$ cat src/rtl/keypad_scanner_pkg.sv
// Shared definitions for the 3x4 keypad scanner: key codes, scan state
// encoding and the row/column to frame-bit mapping.
package keypad_scanner_pkg;

  localparam int NUM_ROWS = 4;
  localparam int NUM_COLS = 3;
  localparam int NUM_KEYS = 12;

  localparam logic [3:0] KEY_STAR = 4'd10;
  localparam logic [3:0] KEY_HASH = 4'd11;
  localparam logic [3:0] KEY_NONE = 4'd15;

  // Enum value doubles as the column index being driven.
  typedef enum logic [1:0] {
    SCAN_COL0 = 2'd0,
    SCAN_COL1 = 2'd1,
    SCAN_COL2 = 2'd2
  } scan_state_t;

  // Frame bit index of a key: row*3 + col.
  function automatic logic [3:0] key_bit(input logic [1:0] row, input logic [1:0] col);
    return ({2'b00, row} * 4'd3) + {2'b00, col};
  endfunction

  // Key code of a frame bit. Layout: row0 1 2 3, row1 4 5 6, row2 7 8 9, row3 * 0 #.
  function automatic logic [3:0] bit_to_code(input int idx);
    logic [3:0] code;
    case (idx)
      0:  code = 4'd1;
      1:  code = 4'd2;
      2:  code = 4'd3;
      3:  code = 4'd4;
      4:  code = 4'd5;
      5:  code = 4'd6;
      6:  code = 4'd7;
      7:  code = 4'd8;
      8:  code = 4'd9;
      9:  code = KEY_STAR;
      10: code = 4'd0;
      11: code = KEY_HASH;
      default: code = KEY_NONE;
    endcase
    return code;
  endfunction

endpackage

$ cat src/rtl/keypad_scanner_key_decode.sv
// Combinational decode of a debounced 12-bit key frame into the one-hot
// digit bus, '*'/'#' levels, the binary key code and the multi-key flag.
module key_decode
  import keypad_scanner_pkg::*;
(
  input  logic [11:0] i_frame,
  output logic [9:0]  o_keypad,
  output logic        o_key_star,
  output logic        o_key_hash,
  output logic [3:0]  o_key_code,
  output logic        o_multi_key
);

  logic [3:0] w_count;
  logic [3:0] w_code;

  // Count pressed keys, remember the code of the last one seen, then
  // drive outputs only for the exactly-one-key case.
  always_comb begin
    w_count     = '0;
    w_code      = KEY_NONE;
    o_keypad    = '0;
    o_key_star  = 1'b0;
    o_key_hash  = 1'b0;
    o_key_code  = KEY_NONE;
    o_multi_key = 1'b0;
    for (int i = 0; i < NUM_KEYS; i++) begin
      if (i_frame[i]) begin
        w_count = w_count + 4'd1;
        w_code  = bit_to_code(i);
      end
    end
    if (w_count == 4'd1) begin
      o_key_code = w_code;
      if (w_code == KEY_STAR) begin
        o_key_star = 1'b1;
      end else if (w_code == KEY_HASH) begin
        o_key_hash = 1'b1;
      end else begin
        o_keypad = 10'b00_0000_0001 << w_code;
      end
    end else if (w_count > 4'd1) begin
      o_multi_key = 1'b1;
    end
  end

endmodule

$ cat src/rtl/keypad_scanner.sv
// 3x4 matrix keypad scanner: drives one column at a time, samples the rows
// on the last dwell cycle of each column, debounces whole frames and
// registers the decoded key outputs.
//
// Handshake: o_key_valid is a single-cycle strobe with no ready; it is
// asserted the same cycle the registered outputs first show a newly accepted
// single key, and the consumer must capture it in that cycle.
module keypad_scanner
  import keypad_scanner_pkg::*;
#(
  parameter int COL_DWELL      = 2,
  parameter int DEBOUNCE_SCANS = 4
) (
  input  logic        clk,
  input  logic        rst,
  input  logic [3:0]  i_row,
  output logic [2:0]  o_col,
  output logic [9:0]  o_keypad,
  output logic        o_key_star,
  output logic        o_key_hash,
  output logic [3:0]  o_key_code,
  output logic        o_key_valid,
  output logic        o_multi_key,
  output scan_state_t o_dbg_state
);

  localparam int DW = $clog2(COL_DWELL);
  localparam int SW = $clog2(DEBOUNCE_SCANS);
  localparam logic [DW-1:0] DWELL_LAST = DW'(COL_DWELL - 1);
  localparam logic [SW-1:0] STABLE_MAX = SW'(DEBOUNCE_SCANS - 1);

  scan_state_t r_state;
  scan_state_t w_state_next;
  logic [DW-1:0] r_dwell;
  logic          w_last_dwell;
  logic          w_frame_end;
  logic [2:0]    w_col;
  logic [1:0]    w_col_idx;

  logic [11:0]   r_raw;
  logic [11:0]   r_prev;
  logic [11:0]   r_deb;
  logic [11:0]   r_out_frame;
  logic [11:0]   w_frame;
  logic [SW-1:0] r_stable;
  logic [SW-1:0] w_stable_next;

  logic [9:0]    w_keypad;
  logic          w_key_star;
  logic          w_key_hash;
  logic [3:0]    w_key_code;
  logic          w_multi_key;

  logic [9:0]    r_keypad;
  logic          r_key_star;
  logic          r_key_hash;
  logic [3:0]    r_key_code;
  logic          r_key_valid;
  logic          r_multi_key;

  // Scan state register and per-column dwell counter.
  always_ff @(posedge clk or posedge rst) begin
    if (rst) begin
      r_state <= SCAN_COL0;
      r_dwell <= '0;
    end else begin
      r_state <= w_state_next;
      r_dwell <= w_last_dwell ? '0 : (r_dwell + DW'(1));
    end
  end

  // Next scan state and column drive; advance only after the full dwell.
  always_comb begin
    w_state_next = r_state;
    w_col        = 3'b001;
    w_col_idx    = 2'd0;
    w_last_dwell = (r_dwell == DWELL_LAST);
    case (r_state)
      SCAN_COL0: begin
        w_col     = 3'b001;
        w_col_idx = 2'd0;
        if (w_last_dwell) w_state_next = SCAN_COL1;
      end
      SCAN_COL1: begin
        w_col     = 3'b010;
        w_col_idx = 2'd1;
        if (w_last_dwell) w_state_next = SCAN_COL2;
      end
      SCAN_COL2: begin
        w_col     = 3'b100;
        w_col_idx = 2'd2;
        if (w_last_dwell) w_state_next = SCAN_COL0;
      end
      default: begin
        w_state_next = SCAN_COL0;
      end
    endcase
    w_frame_end = w_last_dwell && (r_state == SCAN_COL2);
  end

  // Raw frame with the current column's row bits merged in; only committed
  // on the last dwell cycle so the rows have had time to settle.
  always_comb begin
    w_frame = r_raw;
    for (int r = 0; r < NUM_ROWS; r++) begin
      w_frame[key_bit(2'(r), w_col_idx)] = i_row[r];
    end
  end

  // Stable counter: counts repeats of the same frame, saturating.
  always_comb begin
    w_stable_next = '0;
    if (w_frame == r_prev) begin
      w_stable_next = (r_stable == STABLE_MAX) ? r_stable : (r_stable + SW'(1));
    end
  end

  // Frame capture and debounce: debounced state loads after enough identical frames.
  always_ff @(posedge clk or posedge rst) begin
    if (rst) begin
      r_raw    <= '0;
      r_prev   <= '0;
      r_stable <= '0;
      r_deb    <= '0;
    end else begin
      if (w_last_dwell) r_raw <= w_frame;
      if (w_frame_end) begin
        r_prev   <= w_frame;
        r_stable <= w_stable_next;
        if (w_stable_next == STABLE_MAX) r_deb <= w_frame;
      end
    end
  end

  key_decode u_key_decode (
    .i_frame     (r_deb),
    .o_keypad    (w_keypad),
    .o_key_star  (w_key_star),
    .o_key_hash  (w_key_hash),
    .o_key_code  (w_key_code),
    .o_multi_key (w_multi_key)
  );

  // Registered outputs; the valid strobe fires when the debounced frame
  // changes to a new single-key value.
  always_ff @(posedge clk or posedge rst) begin
    if (rst) begin
      r_out_frame <= '0;
      r_keypad    <= '0;
      r_key_star  <= 1'b0;
      r_key_hash  <= 1'b0;
      r_key_code  <= KEY_NONE;
      r_key_valid <= 1'b0;
      r_multi_key <= 1'b0;
    end else begin
      r_out_frame <= r_deb;
      r_keypad    <= w_keypad;
      r_key_star  <= w_key_star;
      r_key_hash  <= w_key_hash;
      r_key_code  <= w_key_code;
      r_key_valid <= (r_deb != r_out_frame) && (w_key_code != KEY_NONE);
      r_multi_key <= w_multi_key;
    end
  end

  assign o_col       = w_col;
  assign o_keypad    = r_keypad;
  assign o_key_star  = r_key_star;
  assign o_key_hash  = r_key_hash;
  assign o_key_code  = r_key_code;
  assign o_key_valid = r_key_valid;
  assign o_multi_key = r_multi_key;
  assign o_dbg_state = r_state;

endmodule

$ cat config.mk
export PLATFORM = sky130hd
export DESIGN_NAME = keypad_scanner
export DESIGN_NICKNAME = d
export VERILOG_FILES = /design/src/rtl/keypad_scanner_pkg.sv /design/src/rtl/keypad_scanner_key_decode.sv /design/src/rtl/keypad_scanner.sv
export SDC_FILE = /design/constraint.sdc
export NUM_CORES = 1
export LEC_CHECK = 0
export CAP_MARGIN = 25
export CORE_UTILIZATION = 62
export CTS_BUF_LIST = sky130_fd_sc_hd__clkbuf_8
export CTS_CLUSTER_DIAMETER = 100
export DETAILED_ROUTE_END_ITERATION = 10
export PLACE_DENSITY = 0.85
export SYNTH_ARGS = -nofsm -noshare
export SYNTH_HDL_FRONTEND = slang
export SYNTH_SLANG_ARGS = --single-unit
$ cat constraint.sdc
create_clock -name clk -period 9.15 [get_ports clk]
set_input_delay 0.915 -clock clk [delete_from_list [all_inputs] [get_ports clk]]
set_output_delay 0.915 -clock clk [all_outputs]
set_load 0.01 [all_outputs]
==> run_results.csv, run 1 <==
group,metric,value,unit
floorplanning,die_h,89.8,um
grt,grt_pass1_wl,16300,um
worst_setup_path,crit_required,9.43,ns
floorplanning,core,7370,um2
cts,cts_buffers,9,
grt,grt_use_total,0.249,
synthesis,synth_area_per_cell,9.79,um2
worst_setup_path,startpoint_type,"flip-flop",
worst_hold_path,holdCritPathClass,"reg -> reg",
synthesis,yosys_warnings,0,
detailed_routing,ant_nets,0,
synthesis,synth_fp_nets,516,
place,port_buffers,28,
synthesis,netlist_top_cells_area,"dfrtp_1 35%, mux2_2 8.0%, xor2_1 6.2%, ha_1 5.8%, mux2i_1 3.8%",
grt,grt-ovfl-total,0,
detailed_routing,num_vias,3631,
synthesis,synth_area,4780,um2
floorplanning,die_area,8060,um2
sta,max_slew_margin,0.416,
grt,grt_pass1_vias,3422,
worst_setup_path,crit_path_end_kind,"flip-flop",
detailed_routing,post_drt_wl_per_cell,16.1,um
worst_setup_path,cp_data_arrival_time,7.76,ns
synthesis,ys.flop_type,"dfrtp_1",
place,gp_congestion,0.862,
detailed_routing,drc,0,
floorplanning,start_util,0.649,
sta,fmax,134,MHz
finish,diodes,0,
sta,finalCritPeriodShare,0.817,
pwr,leakagePower,0.00231,uW
synthesis,syn-instance-count,488,
grt,antenna_found_initial,0,
sta,finalSetupTns,0,ns
place,dp_cells,589,
sta,tightest_slew,0.876,ns
synthesis,synth.distinct_cells,64,
finish,area_delta_synth_final,10.2,%
synthesis,synth_seq_area_share,0.373,
floorplanning,ios,29,
floorplanning,fp.dieW,89.8,um
worst_setup_path,max_stage_delay,0.82,ns
sta,finalHoldViolations,0,
detailed_routing,viasPerCell,5.99,
sta,whs,0.505,ns
synthesis,synth_edf_count,0,
sta,rsz0062_at_grt,"false",
pwr,power,592,uW
cts,clock_latency,0.34,ns
pwr,peakVddDrop,116,uV
sta,min_period,7.48,ns
cts,cts-htree-levels,3,
place,hpwl,7020,um
worst_setup_path,crit_slowest_cell,"a222oi_1",
floorplanning,num_rows,31,
cts,cts_hold_buf,0,
flow_run,drv_cap,0,
synthesis,yosys_register_bits,71,
finish,nets,530,
cts,cts.sinks,71,
worst_setup_path,cp_common_cell,"ha_1",
worst_setup_path,path_max_fanout,13,
worst_setup_path,worstSetupPathType,"reg -> reg",
cts,cts_setup_buffers,0,
finish,drive_gt1_frac,0.142,
pwr,p_per_area,112,nW/um2
finish,final_util,0.715,
cts,root_buffer,"clkbuf_8",
grt,grt_max_degree,72,
cts,cts_tree,"yes",
finish,finalNonFillerCells,606,
detailed_routing,first_pass_iters,5,
cts,post_cts_resized,0,
sta,setup_violations,0,
run_status,status,"finished, final reports clean",
synthesis,synth_top_area_cell,"dfrtp_1",
detailed_routing,drt_first_iter_violations,229,
synthesis,async_reset_ff_frac,1.00,
synthesis,yosysTopAreaCellShare,0.351,
sta,finClkSkew,0.00656,ns
cts,path_clk_slew,0.07,ns
detailed_routing,drt_wl_total,9760,um
cts,clk_path_buf_depth,2,
sta,slew_viol_final,0,
[worst max-delay path: cells and delay by family (launching register included)]
kind	cells	cell delay, ns
adder cells (fa/ha/maj)	5	1.76
AND/OR/NAND/NOR	4	0.79
multiplexers	3	0.59
AO/OA/AOI/OAI	9	2.45
buffers and inverters	2	0.32
XOR/XNOR	5	1.04
flip-flops	1	0.46
[synth_stat cells, drive strengths merged (4+ instances only)]
| master | n |
|---|---|
| nor3 | 19 |
| nor2b | 6 |
| dfrtp | 67 |
| nand2b | 8 |
| xnor2 | 23 |
| o21ai | 15 |
| xor2 | 34 |
| nand4 | 4 |
| inv | 19 |
| or4 | 5 |
| a21boi | 6 |
| nand3 | 18 |
| mux2i | 18 |
| nor4 | 8 |
| clkbuf | 19 |
| a211o | 4 |
| dfstp | 4 |
| nor4b | 4 |
| ha | 22 |
| buf | 8 |
| a31oi | 9 |
| mux2 | 34 |
| a21oi | 16 |
| nor2 | 27 |
| nand2 | 36 |
| or2 | 4 |
[sequential cells by signal, indices dropped and copies added, names as in the netlist]
register     flops
o_dbg_state      2
o_key_code       4
o_key_hash       1
o_key_star       1
o_key_valid      1
o_keypad        10
o_multi_key      1
r_deb           12
r_dwell          1
r_out_frame     12
r_prev          12
r_raw           12
r_stable         2
[worst paths after layout]
kind | cells after the start | end | from | slack [ns]
min reg2reg | 2 | r_prev[4] | r_prev[4] | 0.50
max reg2reg | 28 | o_key_code[1] | r_deb[1] | 1.67
min in group asynchronous | 3 | r_raw[9] | rst | 1.16
min | 2 | r_prev[4] | r_prev[4] | 0.50
max | 28 | o_key_code[1] | r_deb[1] | 1.67
max in group asynchronous | 3 | r_out_frame[8] | rst | 7.40
[cell type report]
cell class | count | area [um2]
inverter | 21 | 82.6
clock buffer | 11 | 151
sequential | 71 | 1780
clock inverter | 5 | 33.8
multi-input combinational | 369 | 2800
fill | 533 | 2100
timing repair buffer | 30 | 295
tap | 99 | 124
[per-stage QoR]
step,worst slack [ns],cell area (um2)
after floorplan,2.51,4780
after global placement,2.01,5080
after detailed placement,1.76,5080
after CTS,1.73,5260
after global routing,1.15,5270
final,1.67,5270
[layout by cell type, fill, tap and decap left out, types with 6 or more instances in the layout]
cell             instances
o21ai_0                 15
nand2b_1                 8
a21oi_1                 16
a31oi_1                  9
clkdlybuf4s50_1         28
nor3_1                  19
nor2b_1                  6
a21boi_0                 6
inv_1                   18
nor2_1                  27
ha_1                    22
mux2i_1                 18
dfrtp_1                 67
clkbuf_8                11
nand2_1                 36
nand3_1                 18
xor2_1                  34
nor4_1                   8
xnor2_1                 20
mux2_2                  34
[metal layers]
layer,global-route usage,share of wire,vias to the layer above
met3,0.0398,0.039,15
met4,0.0533,0.0081,0
li1,-,-,1757
met2,0.438,0.51,98
met5,0,0,-
met1,0.324,0.44,1761
[power breakdown]
part	internal (uW)	total, uW	switching (uW)
combinational	17.1	42.2	25.1
sequential	320	324	4.24
clock	113	226	113
total	449	592	143
[cells by family (layout without fill, tap and decap cells)]
group / after synthesis / count (layout) / share of synthesized area
DFF: 71 / 71 / 0.373
buffers and inverters: 48 / 67 / 0.0414
xor gates and xnor gates: 60 / 60 / 0.128
AOI/OAI and AO/OA: 78 / 78 / 0.110
muxes: 52 / 52 / 0.118
adders and majority gates: 22 / 22 / 0.0576
and+or+nand+nor: 157 / 157 / 0.172
Power figures use the tool's default switching activity.
==> run 2: changes to the inputs <==
- CORE_UTILIZATION: 62 -> 56
- PLACE_DENSITY: 0.85 -> 0.81
- clock period: 9.15 -> 6 ns (I/O delays scaled with it)
==> run 2 against run 1 <==
  * The run now ends with negative setup slack left
  * Hold slack improved by 0.0028 ns
  * Sequential share of layout area fell by 4.3 points
  * Register-to-register slack lost 1.9 ns
  * Flip-flop and latch count unchanged
  * Cell count is 10% higher
  * Cell area up 15%
  * Global-route usage grew 1.8 points
  * Sequential power is 52% higher
  * Critical path depth up 1
  * Clock-buffer cell count down 2
  * Power rose by 69%
  * Critical endpoint unchanged
  * Highest routed layer unchanged
==> run_results.csv, run 2 (synthesis results as in run 1) <==
group,metric,value,unit
pwr,power,1000,uW
finish,fin_area,6030,um2
grt,grt-ovfl-total,0,
finish,multiInputGateArea,3070,um2
place,port_buffers,28,
worst_setup_path,cp_data_arrival_time,6.47,ns
floorplanning,die_area,8910,um2
sta,min_period,6.20,ns
grt,grt_pass1_wl,18300,um
worst_setup_path,crit_slowest_cell,"or4_1",
finish,diodes,0,
cts,cts_tree,"yes",
worst_setup_path,worstSetupPathType,"reg -> reg",
finish,mostFrequentLayoutCells,"66 x dfrtp_1, 55 x buf_4, 35 x nand2_1",
worst_setup_path,max_stage_delay,0.43,ns
grt,antenna_found_initial,0,
detailed_routing,viasPerCell,5.97,
finish,area_delta_synth_final,26.3,%
sta,setup_violations,18,
flow_run,drv_cap,0,
sta,worst_slack,-0.196,ns
detailed_routing,post_drt_wl_per_cell,17.4,um
floorplanning,start_util,0.579,
sta,max_slew_margin,0.423,
grt,grt_max_degree,72,
cts,cts-htree-levels,3,
cts,path_clk_slew,0.07,ns
cts,cts.sinks,71,
worst_hold_path,holdCritPathClass,"reg -> reg",
cts,root_buffer,"clkbuf_8",
finish,fillers,544,
worst_setup_path,crit_required,6.27,ns
cts,clk_path_buf_depth,2,
sta,finalCritPeriodShare,1.03,
detailed_routing,num_vias,3990,
cts,cts_hold_buf,0,
sta,fmax,161,MHz
detailed_routing,drc,0,
sta,tightest_slew,0.865,ns
place,gp_congestion,0.859,
worst_setup_path,startpoint_type,"flip-flop",
finish,nets,586,
floorplanning,die_h,94.4,um
finish,drive_gt1_frac,0.290,
detailed_routing,drt_wl_total,11600,um
grt,grt_use_total,0.267,
pwr,p_per_area,166,nW/um2
place,hpwl,7680,um
sta,finClkSkew,0.0101,ns
floorplanning,fp.dieW,94.4,um
run_status,status,"finished with violations",
sta,rsz0062_at_grt,"true",
floorplanning,core,8260,um2
place,place_area,5480,um2
detailed_routing,drt_first_iter_violations,207,
cts,cts_buffers,9,
floorplanning,num_rows,33,
worst_setup_path,crit_path_end_kind,"flip-flop",
worst_setup_path,cp_common_cell,"ha_4",
run_status,violations,"negative setup slack",
detailed_routing,ant_nets,0,
finish,layout_commonest_cell,"dfrtp_1",
sta,finalHoldViolations,0,
cts,clock_latency,0.36,ns
finish,final-seq-area,1780,um2
detailed_routing,first_pass_iters,5,
worst_setup_path,path_max_fanout,6,
pwr,leakagePower,0.00271,uW
pwr,peakVddDrop,153,uV
grt,grt_pass1_vias,3826,
floorplanning,ios,29,
sta,slew_viol_final,0,
## run 2: changes by cell type in the layout (fill, tap and decap cells not counted), sizes merged
cell	previous run	this run
clkinv	5	6
clkbuf	11	9
clkinvlp	1	0
bufinv	0	2
buf	2	58
## run 2: cell type report
class	count	share of cell area
Timing Repair Buffer	86	0.123
Clock buffer	9	0.0205
Inverter	21	0.0137
Tap cell	105	0.0218
Clock inverter	7	0.0160
Sequential cell	71	0.295
Multi-Input combinational cell	369	0.509
## run 2: worst paths after layout
kind | to | cells after the start | slack, ns | from
setup / recovery | o_key_code[1] | 29 | -0.20 | r_deb[1]
hold / removal | r_prev[4] | 2 | 0.51 | r_prev[4]
setup reg to reg | o_key_code[1] | 29 | -0.20 | r_deb[1]
min in group asynchronous | r_raw[9] | 3 | 0.80 | rst
hold reg to reg | r_prev[4] | 2 | 0.51 | r_prev[4]
max in group asynchronous | r_deb[0] | 3 | 4.59 | rst
## run 2: report_power, final
part	internal, uW	leakage (uW)	switching [uW]
Clock	235	0.000114	191
Sequential	488	0.000891	6.72
Combinational	36.5	0.00170	44.8
## run 2: worst max-delay path, delay by kind of cell, from the launching register on
family	cells	cell delay, ns
DFF	1	0.41
buffers and inverters	3	0.39
adders and majority gates	5	1.28
muxes	3	0.42
and+or+nand+nor	5	1.14
AOI/OAI and AO/OA	8	1.73
xor gates and xnor gates	5	0.71
## run 2: metrics by stage
| step | utilization | instances | hold WS [ns] | setup TNS (ns) | setup WS (ns) |
|---|---|---|---|---|---|
| floorplan | - | 488 | 0.352 | -1.41 | -0.218 |
| global placement | 0.664 | 635 | 0.482 | -0.596 | -0.111 |
| detailed placement | 0.664 | 635 | 0.492 | -2.19 | -0.239 |
| CTS | 0.702 | 659 | 0.508 | -0.0905 | -0.0502 |
| global route | 0.731 | 668 | 0.531 | -7.75 | -0.483 |
| finish | 0.731 | 668 | 0.507 | -2.28 | -0.196 |
## run 2: layer usage
| layer | global-route usage | wire, um | up-vias |
|---|---|---|---|
| met5 | 0 | 0 | - |
| met4 | 0.0859 | 272 | 0 |
| met3 | 0.0636 | 573 | 32 |
| met2 | 0.461 | 6020 | 146 |
| met1 | 0.328 | 4770 | 1946 |
| li1 | - | - | 1866 |
## run 2: repair_timing
| item | in CTS | in global routing |
|---|---|---|
| pin swaps | 9 | 19 |
| buffers inserted | 8 | 9 |
| resized for setup | 9 | 29 |
| cloned | 0 | 0 |
| setup endpoints to repair | 18 | 18 |
